--- config.mk ---
export PLATFORM = sky130hd
export DESIGN_NAME = scene_ctrl_flat
export DESIGN_NICKNAME = d
export VERILOG_FILES = /design/src/rtl/scene_ctrl_pkg.sv /design/src/rtl/scene_ctrl_if.sv /design/src/rtl/sat_updown_cnt.sv /design/src/rtl/scene_ctrl.sv /design/src/flat_wrapper.sv
export SDC_FILE = /design/constraint.sdc
export NUM_CORES = 1
export LEC_CHECK = 0
export CORE_AREA = 2 2 321 323
export CTS_BUF_LIST = sky130_fd_sc_hd__clkbuf_16
export DETAILED_ROUTE_END_ITERATION = 6
export DIE_AREA = 0 0 323 325
export PLACE_DENSITY = 0.41
export SLEW_MARGIN = 20
export SYNTH_ARGS = -nofsm -noshare
export SYNTH_HDL_FRONTEND = slang
export SYNTH_SLANG_ARGS = --single-unit
--- constraint.sdc ---
create_clock -name clock -period 4.1 [get_ports clock]
set_input_delay 0.41 -clock clock [delete_from_list [all_inputs] [get_ports clock]]
set_output_delay 0.41 -clock clock [all_outputs]
set_load 0.02 [all_outputs]
--- src/rtl/scene_ctrl_pkg.sv ---
// rtl/scene_ctrl_pkg.sv - shared ray-tracer types: controller state encoding and triangle word count
package scene_ctrl_pkg;
  typedef enum logic [1:0] {
    ST_IDLE = 2'd0,
    ST_LOAD = 2'd1,
    ST_RUN  = 2'd2
  } state_e;

  // A triangle is normal + three vertices, three coordinates each.
  localparam int TRI_WORDS = 12;
endpackage

--- src/rtl/scene_ctrl_if.sv ---
// rtl/scene_ctrl_if.sv - scene load, ray push and status bundle between host side and scene_ctrl
interface scene_ctrl_if #(
  parameter int D_BITS   = 32,
  parameter int M_BITS   = 12,
  parameter int CNT_BITS = 16
);
  import scene_ctrl_pkg::*;

  logic                          load_start;
  logic                          tri_valid;
  logic                          tri_last;
  logic [TRI_WORDS*D_BITS-1:0]   tri_data;
  logic                          tri_ready;
  logic                          mem_wr_en;
  logic [M_BITS-1:0]             mem_wr_addr;
  logic [TRI_WORDS*D_BITS-1:0]   mem_din;
  logic [M_BITS:0]               num_tris;
  logic                          ray_wr_req;
  logic                          ray_fifo_full;
  logic                          ray_wr_en;
  logic                          ray_ready;
  logic                          result_wr;
  logic [CNT_BITS-1:0]           in_flight;
  logic [1:0]                    state_out;
  logic                          busy;
  logic                          err;

  modport master (
    output load_start, tri_valid, tri_last, tri_data, ray_wr_req, ray_fifo_full, result_wr,
    input  tri_ready, mem_wr_en, mem_wr_addr, mem_din, num_tris, ray_wr_en, ray_ready,
           in_flight, state_out, busy, err
  );

  modport slave (
    input  load_start, tri_valid, tri_last, tri_data, ray_wr_req, ray_fifo_full, result_wr,
    output tri_ready, mem_wr_en, mem_wr_addr, mem_din, num_tris, ray_wr_en, ray_ready,
           in_flight, state_out, busy, err
  );
endinterface

--- src/rtl/sat_updown_cnt.sv ---
// rtl/sat_updown_cnt.sv - up/down counter that never wraps; flags a decrement attempted at zero
module sat_updown_cnt #(
  parameter int W = 16
) (
  input  logic         clk_i,
  input  logic         resetn_i,
  input  logic         inc_i,
  input  logic         dec_i,
  output logic [W-1:0] count_o,
  output logic         at_max_o,
  output logic         underflow_o
);
  logic [W-1:0] cnt_q, cnt_d;

  assign count_o     = cnt_q;
  assign at_max_o    = &cnt_q;
  assign underflow_o = dec_i && !inc_i && (cnt_q == '0);

  // Simultaneous inc and dec cancel; a lone step past either end is dropped.
  always_comb begin
    cnt_d = cnt_q;
    if (inc_i && !dec_i && !at_max_o) begin
      cnt_d = cnt_q + {{(W-1){1'b0}}, 1'b1};
    end else if (dec_i && !inc_i && (cnt_q != '0)) begin
      cnt_d = cnt_q - {{(W-1){1'b0}}, 1'b1};
    end
  end

  always_ff @(posedge clk_i) begin
    if (!resetn_i) begin
      cnt_q <= '0;
    end else begin
      cnt_q <= cnt_d;
    end
  end
endmodule

--- src/rtl/scene_ctrl.sv ---
// rtl/scene_ctrl.sv - scene loader into triangle memory and in-flight ray admission control
module scene_ctrl
  import scene_ctrl_pkg::*;
#(
  parameter int D_BITS   = 32,
  parameter int M_BITS   = 12,
  parameter int CNT_BITS = 16
) (
  input logic         clock,
  input logic         reset,
  scene_ctrl_if.slave bus
);
  state_e                        state_q;
  logic [M_BITS:0]               cnt_q;
  logic                          mem_wr_en_q;
  logic [M_BITS-1:0]             mem_wr_addr_q;
  logic [TRI_WORDS*D_BITS-1:0]   mem_din_q;
  logic                          err_q;

  logic                          tri_ready;
  logic                          tri_acc;
  logic                          last_slot;
  logic                          ray_ready;
  logic                          ray_wr_en;
  logic [CNT_BITS-1:0]           in_flight;
  logic                          fl_at_max;
  logic                          fl_underflow;

  // cnt_q never exceeds CAP, so its top bit alone means "memory full".
  assign tri_ready = (state_q == ST_LOAD) && !cnt_q[M_BITS];
  assign tri_acc   = bus.tri_valid && tri_ready;
  assign last_slot = &cnt_q[M_BITS-1:0];
  assign ray_ready = (state_q == ST_RUN) && !bus.ray_fifo_full && !fl_at_max;
  assign ray_wr_en = bus.ray_wr_req && ray_ready;

  sat_updown_cnt #(.W(CNT_BITS)) u_in_flight (
    .clk_i       (clock),
    .resetn_i    (reset),
    .inc_i       (ray_wr_en),
    .dec_i       (bus.result_wr),
    .count_o     (in_flight),
    .at_max_o    (fl_at_max),
    .underflow_o (fl_underflow)
  );

  always_ff @(posedge clock) begin
    if (!reset) begin
      state_q       <= ST_IDLE;
      cnt_q         <= '0;
      mem_wr_en_q   <= 1'b0;
      mem_wr_addr_q <= '0;
      mem_din_q     <= '0;
      err_q         <= 1'b0;
    end else begin
      mem_wr_en_q <= tri_acc;
      if (fl_underflow) begin
        err_q <= 1'b1;
      end
      case (state_q)
        ST_IDLE: begin
          if (bus.load_start) begin
            state_q <= ST_LOAD;
            cnt_q   <= '0;
          end
        end
        ST_LOAD: begin
          if (tri_acc) begin
            cnt_q         <= cnt_q + {{M_BITS{1'b0}}, 1'b1};
            mem_wr_addr_q <= cnt_q[M_BITS-1:0];
            mem_din_q     <= bus.tri_data;
            if (bus.tri_last || last_slot) begin
              state_q <= ST_RUN;
            end
            // Filling memory without seeing the final triangle truncates the scene.
            if (!bus.tri_last && last_slot) begin
              err_q <= 1'b1;
            end
          end
        end
        ST_RUN: begin
          if (bus.load_start) begin
            if (in_flight == '0) begin
              state_q <= ST_LOAD;
              cnt_q   <= '0;
            end else begin
              err_q <= 1'b1;
            end
          end
        end
        default: state_q <= ST_IDLE;
      endcase
    end
  end

  assign bus.tri_ready   = tri_ready;
  assign bus.mem_wr_en   = mem_wr_en_q;
  assign bus.mem_wr_addr = mem_wr_addr_q;
  assign bus.mem_din     = mem_din_q;
  assign bus.num_tris    = cnt_q;
  assign bus.ray_ready   = ray_ready;
  assign bus.ray_wr_en   = ray_wr_en;
  assign bus.in_flight   = in_flight;
  assign bus.state_out   = state_q;
  assign bus.busy        = (state_q == ST_LOAD) || ((state_q == ST_RUN) && (in_flight != '0));
  assign bus.err         = err_q;
endmodule

--- src/flat_wrapper.sv ---
// flat-port wrapper written by rule: the top's interface ports become plain ports
module scene_ctrl_flat import scene_ctrl_pkg::*;
#(
  parameter int D_BITS   = 32,
  parameter int M_BITS   = 12,
  parameter int CNT_BITS = 16
)
  (clock, reset, bus_load_start, bus_tri_valid, bus_tri_last, bus_tri_data, bus_ray_wr_req, bus_ray_fifo_full, bus_result_wr, bus_tri_ready, bus_mem_wr_en, bus_mem_wr_addr, bus_mem_din, bus_num_tris, bus_ray_wr_en, bus_ray_ready, bus_in_flight, bus_state_out, bus_busy, bus_err);
  scene_ctrl_if #(.D_BITS(D_BITS), .M_BITS(M_BITS), .CNT_BITS(CNT_BITS)) bus_i ();
  input logic clock;
  input logic reset;
  input wire logic [$bits(bus_i.load_start)-1:0] bus_load_start;
  input wire logic [$bits(bus_i.tri_valid)-1:0] bus_tri_valid;
  input wire logic [$bits(bus_i.tri_last)-1:0] bus_tri_last;
  input wire logic [$bits(bus_i.tri_data)-1:0] bus_tri_data;
  input wire logic [$bits(bus_i.ray_wr_req)-1:0] bus_ray_wr_req;
  input wire logic [$bits(bus_i.ray_fifo_full)-1:0] bus_ray_fifo_full;
  input wire logic [$bits(bus_i.result_wr)-1:0] bus_result_wr;
  output wire logic [$bits(bus_i.tri_ready)-1:0] bus_tri_ready;
  output wire logic [$bits(bus_i.mem_wr_en)-1:0] bus_mem_wr_en;
  output wire logic [$bits(bus_i.mem_wr_addr)-1:0] bus_mem_wr_addr;
  output wire logic [$bits(bus_i.mem_din)-1:0] bus_mem_din;
  output wire logic [$bits(bus_i.num_tris)-1:0] bus_num_tris;
  output wire logic [$bits(bus_i.ray_wr_en)-1:0] bus_ray_wr_en;
  output wire logic [$bits(bus_i.ray_ready)-1:0] bus_ray_ready;
  output wire logic [$bits(bus_i.in_flight)-1:0] bus_in_flight;
  output wire logic [$bits(bus_i.state_out)-1:0] bus_state_out;
  output wire logic [$bits(bus_i.busy)-1:0] bus_busy;
  output wire logic [$bits(bus_i.err)-1:0] bus_err;
  assign bus_i.load_start = bus_load_start;
  assign bus_i.tri_valid = bus_tri_valid;
  assign bus_i.tri_last = bus_tri_last;
  assign bus_i.tri_data = bus_tri_data;
  assign bus_i.ray_wr_req = bus_ray_wr_req;
  assign bus_i.ray_fifo_full = bus_ray_fifo_full;
  assign bus_i.result_wr = bus_result_wr;
  assign bus_tri_ready = bus_i.tri_ready;
  assign bus_mem_wr_en = bus_i.mem_wr_en;
  assign bus_mem_wr_addr = bus_i.mem_wr_addr;
  assign bus_mem_din = bus_i.mem_din;
  assign bus_num_tris = bus_i.num_tris;
  assign bus_ray_wr_en = bus_i.ray_wr_en;
  assign bus_ray_ready = bus_i.ray_ready;
  assign bus_in_flight = bus_i.in_flight;
  assign bus_state_out = bus_i.state_out;
  assign bus_busy = bus_i.busy;
  assign bus_err = bus_i.err;
  scene_ctrl #(.D_BITS(D_BITS), .M_BITS(M_BITS), .CNT_BITS(CNT_BITS)) u_core (.clock(clock), .reset(reset), .bus(bus_i));
endmodule
After elaboration in Yosys (flattened, before gate mapping)
Cells that the tools add are included.
- flip-flop bits (word level): 429
- input port bits: 392
- output and inout port bits: 433
- logic and storage cells: 66
- add/sub/neg operators: 3
- equal/unequal tests: 7
- multiplexer cells: 19
- reductions and logical operators: 30
- operator list (operator ; count):
    $mux W13 ; 4
    $pmux W13 S3 ; 1
    $mux W16 ; 2
    $add A16 B1 Y16 const B ; 1
    $logic_not A16 Y1 ; 1
    $reduce_and A16 Y1 ; 1
    $reduce_bool A16 Y1 ; 1
    $sub A16 B1 Y16 const B ; 1
    $add A13 B1 Y13 const B ; 1
    $logic_and A1 B1 Y1 ; 12
    $reduce_and A12 Y1 ; 1
    $mux W2 ; 5
    $reduce_and A5 Y1 ; 2
    $logic_not A1 Y1 ; 6
    $ne A2 B2 Y1 const B ; 3
    $pmux W2 S3 ; 1
    $mux W1 ; 5
    $ne A2 B1 Y1 const B ; 2
    $reduce_bool A3 Y1 ; 1
    $eq A2 B1 Y1 const B ; 1
    $eq A2 B2 Y1 const B ; 1
    $logic_not A2 Y1 ; 1
    $logic_or A1 B1 Y1 ; 2
    $pmux W1 S2 ; 1
    other kinds (2) ; 2

Longest topological paths before layout
- word-level depth: 11
- depth in mapped cells: 15
- mapped depth without buffers: 12

Cells and area by module
A second synthesis with hierarchy kept.
- cells, all modules: 1995
- area total of the unflattened synthesis: 15860.2 um^2
- modules (own cells, without submodules) (module ; instances ; cells an instance ; area each (um^2) ; seq. area each (um^2)):
    scene_ctrl ; 1 ; 1836 ; 14518.9 ; 8267.9
    sat_updown_cnt ; 1 ; 159 ; 1341.3 ; 320.3

Least setup slack after synthesis
OpenSTA, ideal clock, no wires.
- path type: register -> register
- start: reg u_core.state_q[1], in the netlist u_core.bus.state_out[1]
- end: reg u_core.u_in_flight.cnt_q[12], in the netlist u_core.u_in_flight.count_o[12]
- setup time: 0.122 ns
- arrival: 2.851 ns
- data required time: 3.978 ns
- path slack: 1.127 ns
- cell stages (with the launch flop): 14
- buffers on the path: 2
- period minus slack after synthesis: 2.973 ns
- cells stage by stage: dfxtp_1 ha_1 buf_2 and3b_1 o41ai_4 or2_1 buf_4 fa_1 a211oi_1 o21a_1 nand2_1 a41oi_1 xor2_1 o22ai_1
- word-level cells in the longest chain between the ends: 8
- elaborated cells between the ends (all ways): 11
- classes of those cells: eq/ne: 1; mux: 1; reduce/logical: 9
- RTL lines (what ; RTL line ; RTL):
    start: declaration ; scene_ctrl.sv:13 ; state_e state_q;
    start signal: assignment ; scene_ctrl.sv:48 ; state_q <= ST_IDLE;
    start signal: assignment ; scene_ctrl.sv:62 ; state_q <= ST_LOAD;
    start signal: assignment ; scene_ctrl.sv:72 ; state_q <= ST_RUN;
    $eq A2 B2 Y1 (*) ; scene_ctrl.sv:33 ; assign ray_ready = (state_q == ST_RUN) && !bus.ray_fifo_full && !fl_at_max;
    $logic_and A1 B1 Y1 (*) (2 in series) ; scene_ctrl.sv:33 ;
    $logic_and A1 B1 Y1 (*) ; scene_ctrl.sv:34 ; assign ray_wr_en = bus.ray_wr_req && ray_ready;
    $logic_not A1 Y1 ; sat_updown_cnt.sv:24 ; end else if (dec_i && !inc_i && (cnt_q != '0)) begin
    $logic_and A1 B1 Y1 (2 in series) ; sat_updown_cnt.sv:24 ;
    $reduce_bool A2 Y1 (no line) ; -- ;
    end signal: assignment ; sat_updown_cnt.sv:33 ; cnt_q <= cnt_d;
    end: declaration ; sat_updown_cnt.sv:13 ; logic [W-1:0] cnt_q, cnt_d;
Mark *: on every way between the ends. The rest lies on a longest branch, timed or not.
A chain may end at the register's enable or synchronous reset.

Worst setup path after layout
- start: reg u_core.u_in_flight.cnt_q[0], in the netlist u_core.u_in_flight.count_o[0]
- end: reg u_core.u_in_flight.cnt_q[15], in the netlist u_core.u_in_flight.count_o[15]
- word-level cells in the longest chain between the ends: 8
- elaborated cells between the ends (all ways): 15
- classes of those cells: add/sub: 2; mux: 2; reduce/logical: 11
- RTL lines (what):
    branches (longest 8 deep; another with $sub A16 B1 Y16)
Several ways; the timed one is not identified. The select of a mux whose other input is x is not followed.

==> metrics.cfg <==
[global_routing]
track_usage_pct=13.5
grt_pass1_vias=15900
grt_start_max_net_pins=97
grt_pass1_wl_microns=107000
antenna_found_initial=10
grt_overflow=0

[sta]
worst_slew_pin_slew_ns=0.848
max_clock_freq_mhz=289
period_minus_slack_ns=3.46
hold_slack_ns=0.298
tns_ns=0
finalCritPeriodShare_pct=84.4
grt_setup_unrepaired=false
slew_headroom_pct=43.1
maxSlewViolCount=0
skew_ns=0.0497
hold_violations=0
finalSetupViolations=0

[die]
initial_core_util_pct=15.5
die_h_microns=325
coreArea_sq_um=101000
io_pins=825
die-area_sq_um=105000
placementRows=117
die_w_microns=323

[synthesis]
synth_seq_cells=429
synth_fp_nets=2391
avgSynthCellArea_sq_um=7.91
ys_async_sr_fraction_pct=0
seq_area_frac_synth_pct=54.8
yosys_warnings=0
syn-cell-area_sq_um=15700
synthFlopType=dfxtp_1
synth_edf_count=0
synth.distinct_cells=49
synthCells=1980

[placed_design]
hpwl_microns=55000
io_buffer_count=824
gp_congestion=0.808

[clock_tree]
cts_max_level=2
clock_sinks=429
path_clk_slew_ns=0.06
post_cts_buffers=0
ctsRootBufferMaster=clkbuf_16
insertion_delay_ns=0.66
postCtsHoldBufs=0
cts_tree=done
cts_resized=0
numCtsBuffers=56
cts_buffer_depth=3

[route]
postRouteAntennaNets=0
vias=16000
drt_wl_total_microns=74500
drt_iter0_markers=772
via_per_inst=3.83
avgRoutedWirePerCell_microns=17.8
drt-pass1-iter-count=6
drc=0

[critical_path]
arrival_ns=3.95
path_max_fanout=12
cp-start-kind=flop
required_ns=4.59
critPathKind=flop to flop
endpoint_kind=flop

[layout]
drive_above_1_share_pct=4.40
area_growth_pct=73.2
num-fill-cells=11100
fin_nets=3165

[power_and_ir_drop]
powerDensity_nw_per_um2=551
p_leak_nw=9.27
ir_drop_mv=0.297

[hold_path]
hold_class=input port to flop

[flow_run]
maxCapViolCount=0

[run_status]
status=completed

-- Yosys cell counts, types with 5 or more instances --
library cell  instances  area [sq um]
o21ai_0               6          30.0
mux2i_1               6          60.1
buf_2                36           180
nand4_1               9          56.3
a21oi_1             410          2050
nor4_1                5          31.3
ha_1                 18           225
xnor2_1              13           114
inv_1                 5          18.8
clkbuf_1            101           379
dfxtp_1             429          8590
a21o_1                6          45.0
xor2_1               11          96.3
nand2_1             824          3090
nand3_1               9          45.0
o22ai_1               5          31.3
nor2_1               31           116
-- kinds of logic (layout without fill, tap and decap cells) --
family          after synthesis  after routing  share of synthesized area [%]
simple gates                898            898                           22.3
compound gates              457            457                           15.6
flops                       429            429                           54.8
buf+inv                     147            965                           3.99
xor+xnor                     24             24                           1.34
fa+ha+maj                    19             19                           1.57
mux                           6              6                          0.383
other cells                   0              8                              0
-- state kept, by name, indices dropped and copies added, names as in the netlist --
signal                      cells
u_core.bus.mem_wr_en            1
u_core.bus.num_tris            13
u_core.bus.mem_din            384
u_core.bus.state_out            2
u_core.bus.err                  1
u_core.u_in_flight.count_o     16
u_core.bus.mem_wr_addr         12
-- worst max-delay path, stage by stage (launching register included) --
cell,delay [ns]
dfxtp_1,0.50
nand4_2,0.20
o41ai_4,0.45
or2_1,0.52
buf_4,0.26
ha_1,0.35
a21o_1,0.23
a31oi_1,0.18
o211ai_1,0.16
o21ba_1,0.20
nor3_1,0.20
nor3b_2,0.07
-- through the flow --
stage	std cells	area [sq um]	worst slack (ns)	util (%)	power (mW)
floorplan	1980	15700	1.13	-	8.02
global placement	4064	25400	0.569	25.1	10.5
detailed placement	4064	25400	0.579	25.1	10.4
CTS	4166	27100	0.605	26.8	15.3
global route	4174	27100	0.297	26.8	15.9
finish	4174	27100	0.639	26.8	15.0
-- path summary, 6_finish.rpt --
check,end,start,cells past startpoint,slack [ns]
max,u_core.u_in_flight.count_o[15],u_core.u_in_flight.count_o[0],11,0.64
max reg2reg,u_core.u_in_flight.count_o[15],u_core.u_in_flight.count_o[0],11,0.64
min,u_core.bus.mem_din[184],bus_tri_data[184],3,0.30
min reg2reg,u_core.bus.mem_din[289],u_core.bus.mem_din[289],2,0.45
-- routing by layer --
layer  vias up  track usage [%]  share of wire (%)  wire length (microns)
li1       8030                -                  -                      -
met1      7330             15.9                 41                  30700
met2       527             22.4                 47                  34800
met3       103             5.26                9.3                   6950
met4         4             4.67                2.6                   1970
met5         -                0              0.034                     25
-- final cells by class --
type                       instances  area [sq um]  area share (%)
tap                             1368          1710            6.31
inverter                           6          30.0           0.111
antenna                            8          20.0          0.0738
clock inverter                    46           294            1.08
timing repair buffer             857          8620            31.8
sequential                       429          8590            31.7
clock buffer                      56          1400            5.17
multi-input combinational       1404          6460            23.8
-- placed cells by master, fill, tap and decap left out, drive strengths merged, types with 2 or more instances in the layout --
master,instances
o31ai,2
buf,33
nand3,10
diode,8
clkbuf,56
clkinv,28
mux2i,6
nor4,5
o22ai,5
a31oi,3
inv,21
nand2,825
nor2,31
xnor2,13
xor2,11
a211oi,5
and2,2
a21o,6
a41oi,2
o21ai,10
nor2b,2
and3,4
dfxtp,429
nor3b,2
ha,18
o211ai,4
nor3,3
a21oi,412
bufinv,2
nand4,11
clkdlybuf4s50,824
-- where the power goes --
group	internal, mW	switching (mW)
Combinational	2.23	2.95
Sequential	4.74	0.363
Clock	2.60	2.06
Total	9.58	5.37
Note: power is estimated with default switching activity, not from simulation.
